**src/rtl/join_any_dispatcher.sv**
```systemverilog
// join_any_dispatcher
//   Takes one job command and launches workers A and B together. The
//   downstream stage is released on the first completion, and the block then
//   waits for the straggler before it accepts another command.
//
// Ports
//   clk, rst           rising-edge clock, asynchronous active-high reset
//   start_valid/ready  command handshake (ready only while IDLE)
//   job_a/b_start      one-cycle launch pulses (the cycle after the handshake)
//   job_a/b_done       one-cycle completion pulses from the workers
//   any_valid/ready    first-completion result handshake
//   any_winner         01 = A first, 10 = B first, 11 = same cycle
//   any_time           cycles from launch to first done (saturating)
//   all_done           pulse on re-entering IDLE once both workers are done
//   busy               high in every state except IDLE
module join_any_dispatcher #(
    parameter int TS_W = 16
) (
    input  logic            clk,
    input  logic            rst,
    input  logic            start_valid,
    output logic            start_ready,
    output logic            job_a_start,
    input  logic            job_a_done,
    output logic            job_b_start,
    input  logic            job_b_done,
    output logic            any_valid,
    input  logic            any_ready,
    output logic [1:0]      any_winner,
    output logic [TS_W-1:0] any_time,
    output logic            all_done,
    output logic            busy
);

    typedef enum logic [2:0] {IDLE, LAUNCH, WAIT_ANY, PRESENT, DRAIN} state_t;

    localparam logic [TS_W-1:0] CNT_MAX = '1;
    localparam logic [TS_W-1:0] CNT_ONE = {{(TS_W-1){1'b0}}, 1'b1};

    state_t          state_q, state_d;
    logic            pend_a_q, pend_a_d;
    logic            pend_b_q, pend_b_d;
    logic [TS_W-1:0] cnt_q, cnt_d;
    logic [1:0]      win_q, win_d;
    logic [TS_W-1:0] time_q, time_d;
    logic            all_done_q, all_done_d;

    logic            hit_a, hit_b;
    logic [TS_W-1:0] cnt_inc;

    // A done only counts for a worker that is still outstanding. The pending
    // flags are zero in IDLE and LAUNCH, so spurious dones there fall out.
    assign hit_a   = job_a_done && pend_a_q;
    assign hit_b   = job_b_done && pend_b_q;
    assign cnt_inc = (cnt_q == CNT_MAX) ? cnt_q : cnt_q + CNT_ONE;

    always_comb begin
        state_d    = state_q;
        pend_a_d   = pend_a_q;
        pend_b_d   = pend_b_q;
        cnt_d      = cnt_q;
        win_d      = win_q;
        time_d     = time_q;
        all_done_d = 1'b0;
        case (state_q)
            IDLE: begin
                if (start_valid) state_d = LAUNCH;
            end
            LAUNCH: begin
                pend_a_d = 1'b1;
                pend_b_d = 1'b1;
                cnt_d    = '0;
                state_d  = WAIT_ANY;
            end
            WAIT_ANY: begin
                // cnt_q holds (cycles since launch - 1), so the +1 value is
                // the launch-to-done distance.
                cnt_d = cnt_inc;
                if (hit_a || hit_b) begin
                    win_d    = {hit_b, hit_a};
                    time_d   = cnt_inc;
                    pend_a_d = pend_a_q & ~hit_a;
                    pend_b_d = pend_b_q & ~hit_b;
                    state_d  = PRESENT;
                end
            end
            PRESENT: begin
                pend_a_d = pend_a_q & ~hit_a;
                pend_b_d = pend_b_q & ~hit_b;
                if (any_ready) begin
                    // Look at the post-clear flags so that a straggler
                    // finishing in the handshake cycle skips DRAIN.
                    if (!pend_a_d && !pend_b_d) begin
                        state_d    = IDLE;
                        all_done_d = 1'b1;
                    end else begin
                        state_d = DRAIN;
                    end
                end
            end
            DRAIN: begin
                pend_a_d = pend_a_q & ~hit_a;
                pend_b_d = pend_b_q & ~hit_b;
                if (!pend_a_d && !pend_b_d) begin
                    state_d    = IDLE;
                    all_done_d = 1'b1;
                end
            end
            default: state_d = IDLE;
        endcase
    end

    always_ff @(posedge clk or posedge rst) begin
        if (rst) begin
            state_q    <= IDLE;
            pend_a_q   <= 1'b0;
            pend_b_q   <= 1'b0;
            cnt_q      <= '0;
            win_q      <= 2'b00;
            time_q     <= '0;
            all_done_q <= 1'b0;
        end else begin
            state_q    <= state_d;
            pend_a_q   <= pend_a_d;
            pend_b_q   <= pend_b_d;
            cnt_q      <= cnt_d;
            win_q      <= win_d;
            time_q     <= time_d;
            all_done_q <= all_done_d;
        end
    end

    // Every output is decoded from registered state only, so none of them
    // has a combinational path from an input.
    assign start_ready = (state_q == IDLE);
    assign busy        = (state_q != IDLE);
    assign job_a_start = (state_q == LAUNCH);
    assign job_b_start = (state_q == LAUNCH);
    assign any_valid   = (state_q == PRESENT);
    assign any_winner  = win_q;
    assign any_time    = time_q;
    assign all_done    = all_done_q;

endmodule
```
**config.mk**
```make
export PLATFORM = sky130hd
export DESIGN_NAME = join_any_dispatcher
export DESIGN_NICKNAME = d
export VERILOG_FILES = /design/src/rtl/join_any_dispatcher.sv
export SDC_FILE = /design/constraint.sdc
export NUM_CORES = 1
export LEC_CHECK = 0
export ABC_AREA = 1
export CAP_MARGIN = 30
export CORE_UTILIZATION = 28
export DETAILED_ROUTE_END_ITERATION = 16
export HOLD_SLACK_MARGIN = 0.02
export PLACE_DENSITY = 0.43
export SLEW_MARGIN = 30
export SYNTH_ARGS = -nofsm -noshare
export SYNTH_HDL_FRONTEND = slang
export SYNTH_SLANG_ARGS = --single-unit
```
**constraint.sdc**
```tcl
create_clock -name clk -period 2.9 [get_ports clk]
set_clock_uncertainty 0.1 [all_clocks]
set_input_delay 0.58 -clock clk [delete_from_list [all_inputs] [get_ports clk]]
set_output_delay 0.58 -clock clk [all_outputs]
set_load 0.01 [all_outputs]
```
### Word-level counts from Yosys, hierarchy flattened

Cells that the tools add are included.

| word-level totals | value |
|---|---|
| latch bits | 0 |
| ROM bits | 0 |
| memories | 0 |
| word-level logic and storage cells | 50 |
| bits in writable memories | 0 |
| bits in registers | 40 |

| operators by class | value |
|---|---|
| eq/ne operators | 9 |
| multiply operators | 0 |
| bitwise operators | 4 |
| $lt $le $gt $ge | 0 |
| divide/modulo/power cells | 0 |
| mux-type cells | 15 |
| shift-type cells | 0 |
| reductions and logical operators | 14 |
| add/sub/neg operators | 1 |

Operator list:

| cell | count |
|---|---|
| $pmux W16 S2 | 1 |
| $add A16 B1 Y16 const B | 1 |
| $eq A16 B16 Y1 const B | 1 |
| $mux W16 | 1 |
| $mux W3 | 5 |
| $pmux W3 S5 | 1 |
| $eq A3 B2 Y1 const B | 2 |
| $ne A2 B2 Y1 const B | 3 |
| $pmux W1 S3 | 2 |
| $reduce_bool A3 Y1 | 2 |
| $mux W1 | 4 |
| $reduce_and A2 Y1 | 2 |
| $reduce_and A4 Y1 | 1 |
| $eq A3 B1 Y1 const B | 1 |
| $eq A3 B3 Y1 const B | 1 |
| $logic_and A1 B1 Y1 | 3 |
| $logic_not A3 Y1 | 1 |
| $and A1 B1 Y1 | 2 |
| $logic_not A1 Y1 | 2 |
| $ne A2 B1 Y1 const B | 1 |
| $not A1 Y1 | 2 |
| $pmux W1 S2 | 1 |
| $reduce_bool A2 Y1 | 1 |
| $reduce_or A2 Y1 | 1 |
| $logic_or A1 B1 Y1 | 1 |

### Depth between registers and ports, before layout

Gate-level depths: netlist (run 1).

| depth | value |
|---|---|
| depth after elaboration | 8 |
| mapped depth | 11 |

### Worst setup path before layout (run 1)

Ideal clock, no wire load.

| timing path | value |
|---|---|
| kind | register to register |
| start | reg cnt_q[0] |
| end | reg time_q[0], in the netlist any_time[0] |
| path buffers | 1 |
| slack | 1.244 ns |
| stages on the path, launching flop included | 12 |
| arrival time | 1.439 ns |
| data required time | 2.684 ns |
| cells stage by stage | dfrtp_1 -> ha_1 -> inv_1 -> nor2_4 -> nand2_4 -> nor2_8 -> inv_4 -> buf_6 -> nand2_2 -> nand2_2 -> nand2_1 -> nand2_1 |

| between the ends | value |
|---|---|
| word-level cells in the longest chain between the ends | 2 |
| elaborated cells on any way between the ends | 3 |
| those cells by class | add/sub: 1; eq/ne: 1; mux: 1 |

RTL lines:

| element | RTL line | RTL |
|---|---|---|
| start: declaration | 43 | `logic [TS_W-1:0] cnt_q, cnt_d;` |
| start signal: assignment | 126 | `cnt_q <= cnt_d;` |
| $add A16 B1 Y16 or $eq A16 B16 Y1 (tied branches) | 55 | `assign cnt_inc = (cnt_q == CNT_MAX) ? cnt_q : cnt_q + CNT_ONE;` |
| $mux W16 * | 55 |  |
| end signal: assignment | 128 | `time_q <= time_d;` |
| end: declaration | 45 | `logic [TS_W-1:0] time_q, time_d;` |

Every way passes the cells marked *; elsewhere a longest branch is shown, timed or not.
A chain may end at the register's enable or synchronous reset.

### Worst setup path after layout (run 1)

| timing path | value |
|---|---|
| start | reg state_q[1] |
| end | out any_valid |

| between the ends | value |
|---|---|
| word-level cells in the longest chain between the ends | 1 |

RTL lines:

| element | RTL line | RTL |
|---|---|---|
| start: declaration | 40 | `state_t state_q, state_d;` |
| start signal: assignment | 123 | `state_q <= state_d;` |
| $eq A3 B2 Y1 | 139 | `assign any_valid = (state_q == PRESENT);` |
| end: declaration | 27 | `output logic any_valid,` |

Every way passes these cells.

==> flow_summary.ini, run 1 <==
[run_status]
status = completed

[power]
power_frac_comb = 0.392
finalPower_mw = 1.80
p_leak_nw = 1.40
ir_drop_mv = 0.419
pwr-share-clk = 0.214
power_density_nw_per_um2 = 676
swShare = 0.388
p_int_mw = 1.10
p_seq_frac = 0.394
switchingPower_mw = 0.700

[drt]
routed_wl_mm = 5.14
drc = 0
via_count = 1852
first_pass_iters = 5
wire_per_inst_um = 12.1
detailedRoute.firstIterationViolations = 59
drtAntennaViolNets = 0
via_per_inst = 4.36

[floorplan]
rows = 31
die_area_sq_um = 8200
die_height_um = 90.6
core_sq_um = 7410
die_w_um = 90.6
io_pins = 30
start_util = 0.297

[timing]
slew_violations = 0
final.setup.worst_slack_ps = 621
worstMarginPinSlew_ps = 555
fmax_ghz = 0.439
min_period_over_period = 0.786
hold_violations = 0
rsz0062_at_grt = false
setup_viol = 0
fin_hold_ws_ps = 382
layout_min_cycle_time_ps = 2280
finalSetupTns_ps = 0
relSlewSlack = 0.630

[clock_tree]
ctsHoldBuffers = 0
htree_levels = 2
cts_buffer_depth = 2
clkSlewWorstSetupHoldPaths_ps = 80
cts_resized = 0
clkLatencyLatePin_ps = 290
post-cts-setup-buffer-count = 0
numCtsBuffers = 5
cts_root_buffer = clkbuf_8
cts_tree = done
clock-sinks = 40

[logic_synthesis]
netlist_instances = 294
synth_warnings = 0
ys_ff_latch = 40
ys_top_cells_by_area = dfrtp_1 (46%), nand2_1 (21%), inv_1 (5.1%), nor2_1 (4.1%), nand3_2 (3.6%)
synth_top_area_share = 0.456
syn-cell-area_sq_um = 2200
synth_nets = 301
async_flop_share = 1.00
synth_seq_area_share = 0.456
synth-edff-count = 0
synth_commonest_cells = nand2_1 (123), dfrtp_1 (40), inv_1 (30), nor2_1 (24), nand3_1 (13)
synthMostInstantiatedCell = nand2_1
synth.distinct_cells = 26
synth_area_per_cell_sq_um = 7.47
synth_ff_type = dfrtp_1
post-synth-top-area-cell = dfrtp_1

[placement]
dp_cells = 417
port-buffer-count = 29
hpwl_mm = 3.66
dp_slack_ps = 684
gp_congestion = 0.765
dpl_cell_area_sq_um = 2580

[grt]
grt_use_met1 = 0.189
grt_pass1_vias = 1840
groute.layer.met3.usage = 0.0286
grt_usage = 0.140
antenna_found_initial = 0
overflow = 0
grt_use_met2 = 0.221
grt.busiest_layer = met2
grt_pass1_wl_mm = 9.05
grt_max_degree = 41

[setup_path]
r2r_end = any_time[12]$_DFFE_PP0P_
startpoint_type = flip-flop
setup.worst_path.start = state_q[1]$_DFFE_PP0P_
worst-r2r-cell-count = 8
crit_type = flip-flop to output pin
cp.arrival_ps = 1600
rrSetupSlack_ps = 1010
cp.required_ps = 2220
cp-endpoint = any_valid
critPathCaptureType = output pin
critical_path.max_fanout = 3
r2r_start = state_q[1]$_DFFE_PP0P_

[final_layout]
final_cells = 425
final_core_util = 0.360
final_cell_area_sq_um = 2670
drive_gt1_frac = 0.0951
fillers = 786
syn_to_final_growth_pct = 21.4
num-nets-final = 332
antenna_cells = 0

[min_path]
hold_path.class = flip-flop to flip-flop

[run]
cap_viol_max_count = 0
==> state kept, by name, indices dropped and copies added, names as in the netlist <==
name	count
all_done	1
state_q	3
pend_b_q	1
pend_a_q	1
any_winner	2
any_time	16
cnt_q	16
==> worst min-delay path by stage <==
stage,start,to,slack (ps),cells after the start
2_1_floorplan,cnt_q[15]$_DFFE_PP0P_,cnt_q[15]$_DFFE_PP0P_,390,2
3_3_place_gp,any_time[9]$_DFFE_PP0P_,any_time[9]$_DFFE_PP0P_,370,2
3_5_place_dp,any_time[9]$_DFFE_PP0P_,any_time[9]$_DFFE_PP0P_,370,2
4_1_cts,any_time[9]$_DFFE_PP0P_,any_time[9]$_DFFE_PP0P_,390,2
5_1_grt,any_winner[0]$_DFFE_PP0P_,any_winner[0]$_DFFE_PP0P_,410,2
6_report,any_time[13]$_DFFE_PP0P_,any_time[13]$_DFFE_PP0P_,380,2
==> power by group through the flow <==
stage	Clock (mW)	Combinational, mW	Sequential, mW
after CTS	0.402	0.726	0.710
after floorplan	0	0.452	0.724
after global placement	0	0.724	0.722
final	0.385	0.707	0.710
after global routing	0.427	0.799	0.724
after detailed placement	0	0.723	0.721
==> placed cells by master (no fill, tap or decap) <==
cell type	n
dfrtp_1	40
nand3_1	13
nor3_1	1
or2_2	3
nand2_4	1
o21bai_1	5
nand3_2	8
clkdlybuf4s50_1	29
nor2_1	24
xor2_1	4
buf_4	2
nand2_2	5
inv_2	2
o21ai_1	2
clkbuf_8	6
inv_4	1
nor2_4	2
nand3b_1	1
o21ai_0	12
a32o_1	1
inv_1	30
nand4_1	6
nand2_1	123
ha_1	1
a21oi_1	1
nor2_8	1
clkbuf_1	2
==> layer usage <==
metal,wire [um],vias up
met4,60,0
met2,2340,24
met1,2600,846
met3,143,5
li1,-,977
met5,0,-
==> critical path, cell delays in order, from the launching register on <==
cell	delay, ps
dfrtp_1	390
inv_2	50
nor2_1	120
nand2_1	110
inv_1	100
clkdlybuf4s50_1	540
==> cell type report <==
type                    instances  area [sq um]  area share
clock buffers                   8          90.1      0.0338
inverters                      33           126      0.0474
multi-input cells             214          1020       0.383
flip-flops and latches         40          1000       0.375
well taps                      99           124      0.0464
repair buffers                 31           305       0.114
==> kinds of logic (layout without fill, tap and decap cells) <==
logic type      after synthesis  count (layout)  share of synthesized area
xor+xnor                      4               4                     0.0159
flops                        40              40                      0.456
buf+inv                      40              72                     0.0797
compound gates               21              21                     0.0558
simple gates                188             188                      0.387
fa+ha+maj                     1               1                    0.00569
No activity file was read; power rests on OpenSTA's default activity.
==> inputs of run 2 (changes only) <==
PLACE_DENSITY = 0.45   (was 0.43)
clock period = 1.85 ns   (was 2.9 ns; I/O delays follow)
==> run 2 against run 1 <==
  * Via count is 3.3% higher
  * Final cell count grew 4.5%
  * Global-route usage increased by 0.34 points
  * Critical path depth did not move
  * Die area unchanged
  * Flip-flop and latch count unchanged
  * Non-clock buffer count increased by 19
  * Critical path type unchanged
  * Critical endpoint unchanged
  * Largest cell class unchanged
  * Highest routed layer unchanged
==> flow_summary.ini, run 2 (synthesized netlist as in run 1, its figures left out) <==
[run_status]
status = completed

[timing]
hold_violations = 0
final.setup.worst_slack_ps = 33.7
fmax_ghz = 0.551
worstMarginPinSlew_ps = 323
min_period_over_period = 0.982
layout_min_cycle_time_ps = 1820
slew_violations = 0
relSlewSlack = 0.784
rsz0062_at_grt = true
setup_viol = 0

[final_layout]
antenna_cells = 0
fillers = 784
final_cell_area_sq_um = 2870
drive_gt1_frac = 0.162
num-nets-final = 351
final_cells = 444
syn_to_final_growth_pct = 30.8
final_cell_mix = nand2_1 (123), dfrtp_1 (40), inv_1 (29), clkdlybuf4s50_1 (24), nor2_1 (22)
final_common_cell = nand2_1

[drt]
first_pass_iters = 4
detailedRoute.firstIterationViolations = 81
via_count = 1913
via_per_inst = 4.31
routed_wl_mm = 5.36
drc = 0
drtAntennaViolNets = 0
wire_per_inst_um = 12.1

[floorplan]
io_pins = 30
die_height_um = 90.6
die_w_um = 90.6
core_sq_um = 7410
start_util = 0.297
rows = 31
die_area_sq_um = 8200

[min_path]
hold_path.class = input port to async pin

[grt]
grt_pass1_wl_mm = 9.35
antenna_found_initial = 0
grt.busiest_layer = met2
grt_pass1_vias = 1908
overflow = 0
grt_use_met1 = 0.197
grt_max_degree = 41
grt_usage = 0.143
grt_use_met2 = 0.225
groute.layer.met3.usage = 0.0227

[setup_path]
critical_path.max_fanout = 3
startpoint_type = flip-flop
crit_type = flip-flop to output pin
cp.arrival_ps = 1350
cp.required_ps = 1380
critPathCaptureType = output pin

[placement]
dp_slack_ps = -136
dpl_cell_area_sq_um = 2720
hpwl_mm = 3.96
dp_cells = 432
gp_congestion = 0.808
port-buffer-count = 29

[clock_tree]
htree_levels = 2
cts_tree = done
cts_root_buffer = clkbuf_8
clkSlewWorstSetupHoldPaths_ps = 80
clkLatencyLatePin_ps = 300
ctsHoldBuffers = 0
numCtsBuffers = 5
clock-sinks = 40
cts_buffer_depth = 2

[power]
power_density_nw_per_um2 = 1130
ir_drop_mv = 0.612
p_leak_nw = 1.53

[run]
cap_viol_max_count = 0
[run 2: cell count changes in the layout (fill, tap and decap cells not counted), moves of 2 or more]
cell | previous run | this run
clkbuf_1 | 2 | 0
buf_4 | 2 | 19
nor2_2 | 0 | 2
clkdlybuf4s50_1 | 29 | 24
buf_12 | 0 | 2
nor2_1 | 24 | 22
dlygate4sd2_1 | 0 | 4
[run 2: cell type report]
cell class / count / area [sq um] / area share
well taps: 99 / 124 / 0.0431
multi-input cells: 214 / 1030 / 0.357
flip-flops and latches: 40 / 1000 / 0.348
inverters: 33 / 126 / 0.0440
clock inverters: 1 / 30.0 / 0.0105
repair buffers: 50 / 469 / 0.163
clock buffers: 7 / 96.3 / 0.0335
[run 2: worst paths after layout]
kind | cells past startpoint | endpoint | slack, ps | start
max | 5 | any_valid | 30 | state_q[2]$_DFFE_PP0P_
min | 3 | any_time[8]$_DFFE_PP0P_ | 320 | rst
max reg2reg | 8 | cnt_q[5]$_DFFE_PP0P_ | 160 | state_q[2]$_DFFE_PP0P_
min reg2reg | 2 | any_time[13]$_DFFE_PP0P_ | 380 | any_time[13]$_DFFE_PP0P_
max in group asynchronous | 3 | any_time[4]$_DFFE_PP0P_ | 1130 | rst
min in group clk | 2 | any_time[13]$_DFFE_PP0P_ | 380 | any_time[13]$_DFFE_PP0P_
[run 2: critical path: stages (launching register included)]
cell and delay (ps):
dfrtp_1 410, buf_4 150, nor2_2 110, nand2_1 80
inv_2 70, clkdlybuf4s15_2 220
[run 2: what timing repair did]
item | 4_1_cts | 5_1_grt
setup buffers | 3 | 1
gates cloned | 0 | 0
resized for setup | 9 | 2
endpoints found under the setup margin | 5 | 6
[run 2: metrics by stage]
stage	hold WS, ps	TNS, ps	util	power [mW]
after floorplan	386	0	-	1.84
after global placement	364	-362	0.366	2.47
after detailed placement	364	-1070	0.366	2.47
after CTS	329	0	0.386	3.29
after global routing	365	-24.7	0.388	3.49
final	323	0	0.388	3.26
[run 2: power breakdown]
part           switching [mW]  internal, mW
clock network           0.316         0.476
registers              0.0924          1.01
logic                   0.771         0.593
total                    1.18          2.08
[run 2: per-layer routing]
| layer | up-vias | part of all wire | wire, um |
|---|---|---|---|
| met1 | 871 | 0.52 | 2770 |
| met2 | 24 | 0.44 | 2370 |
| li1 | 1012 | - | - |
| met4 | 0 | 0.013 | 71 |
| met5 | - | 0 | 0 |
| met3 | 6 | 0.027 | 145 |
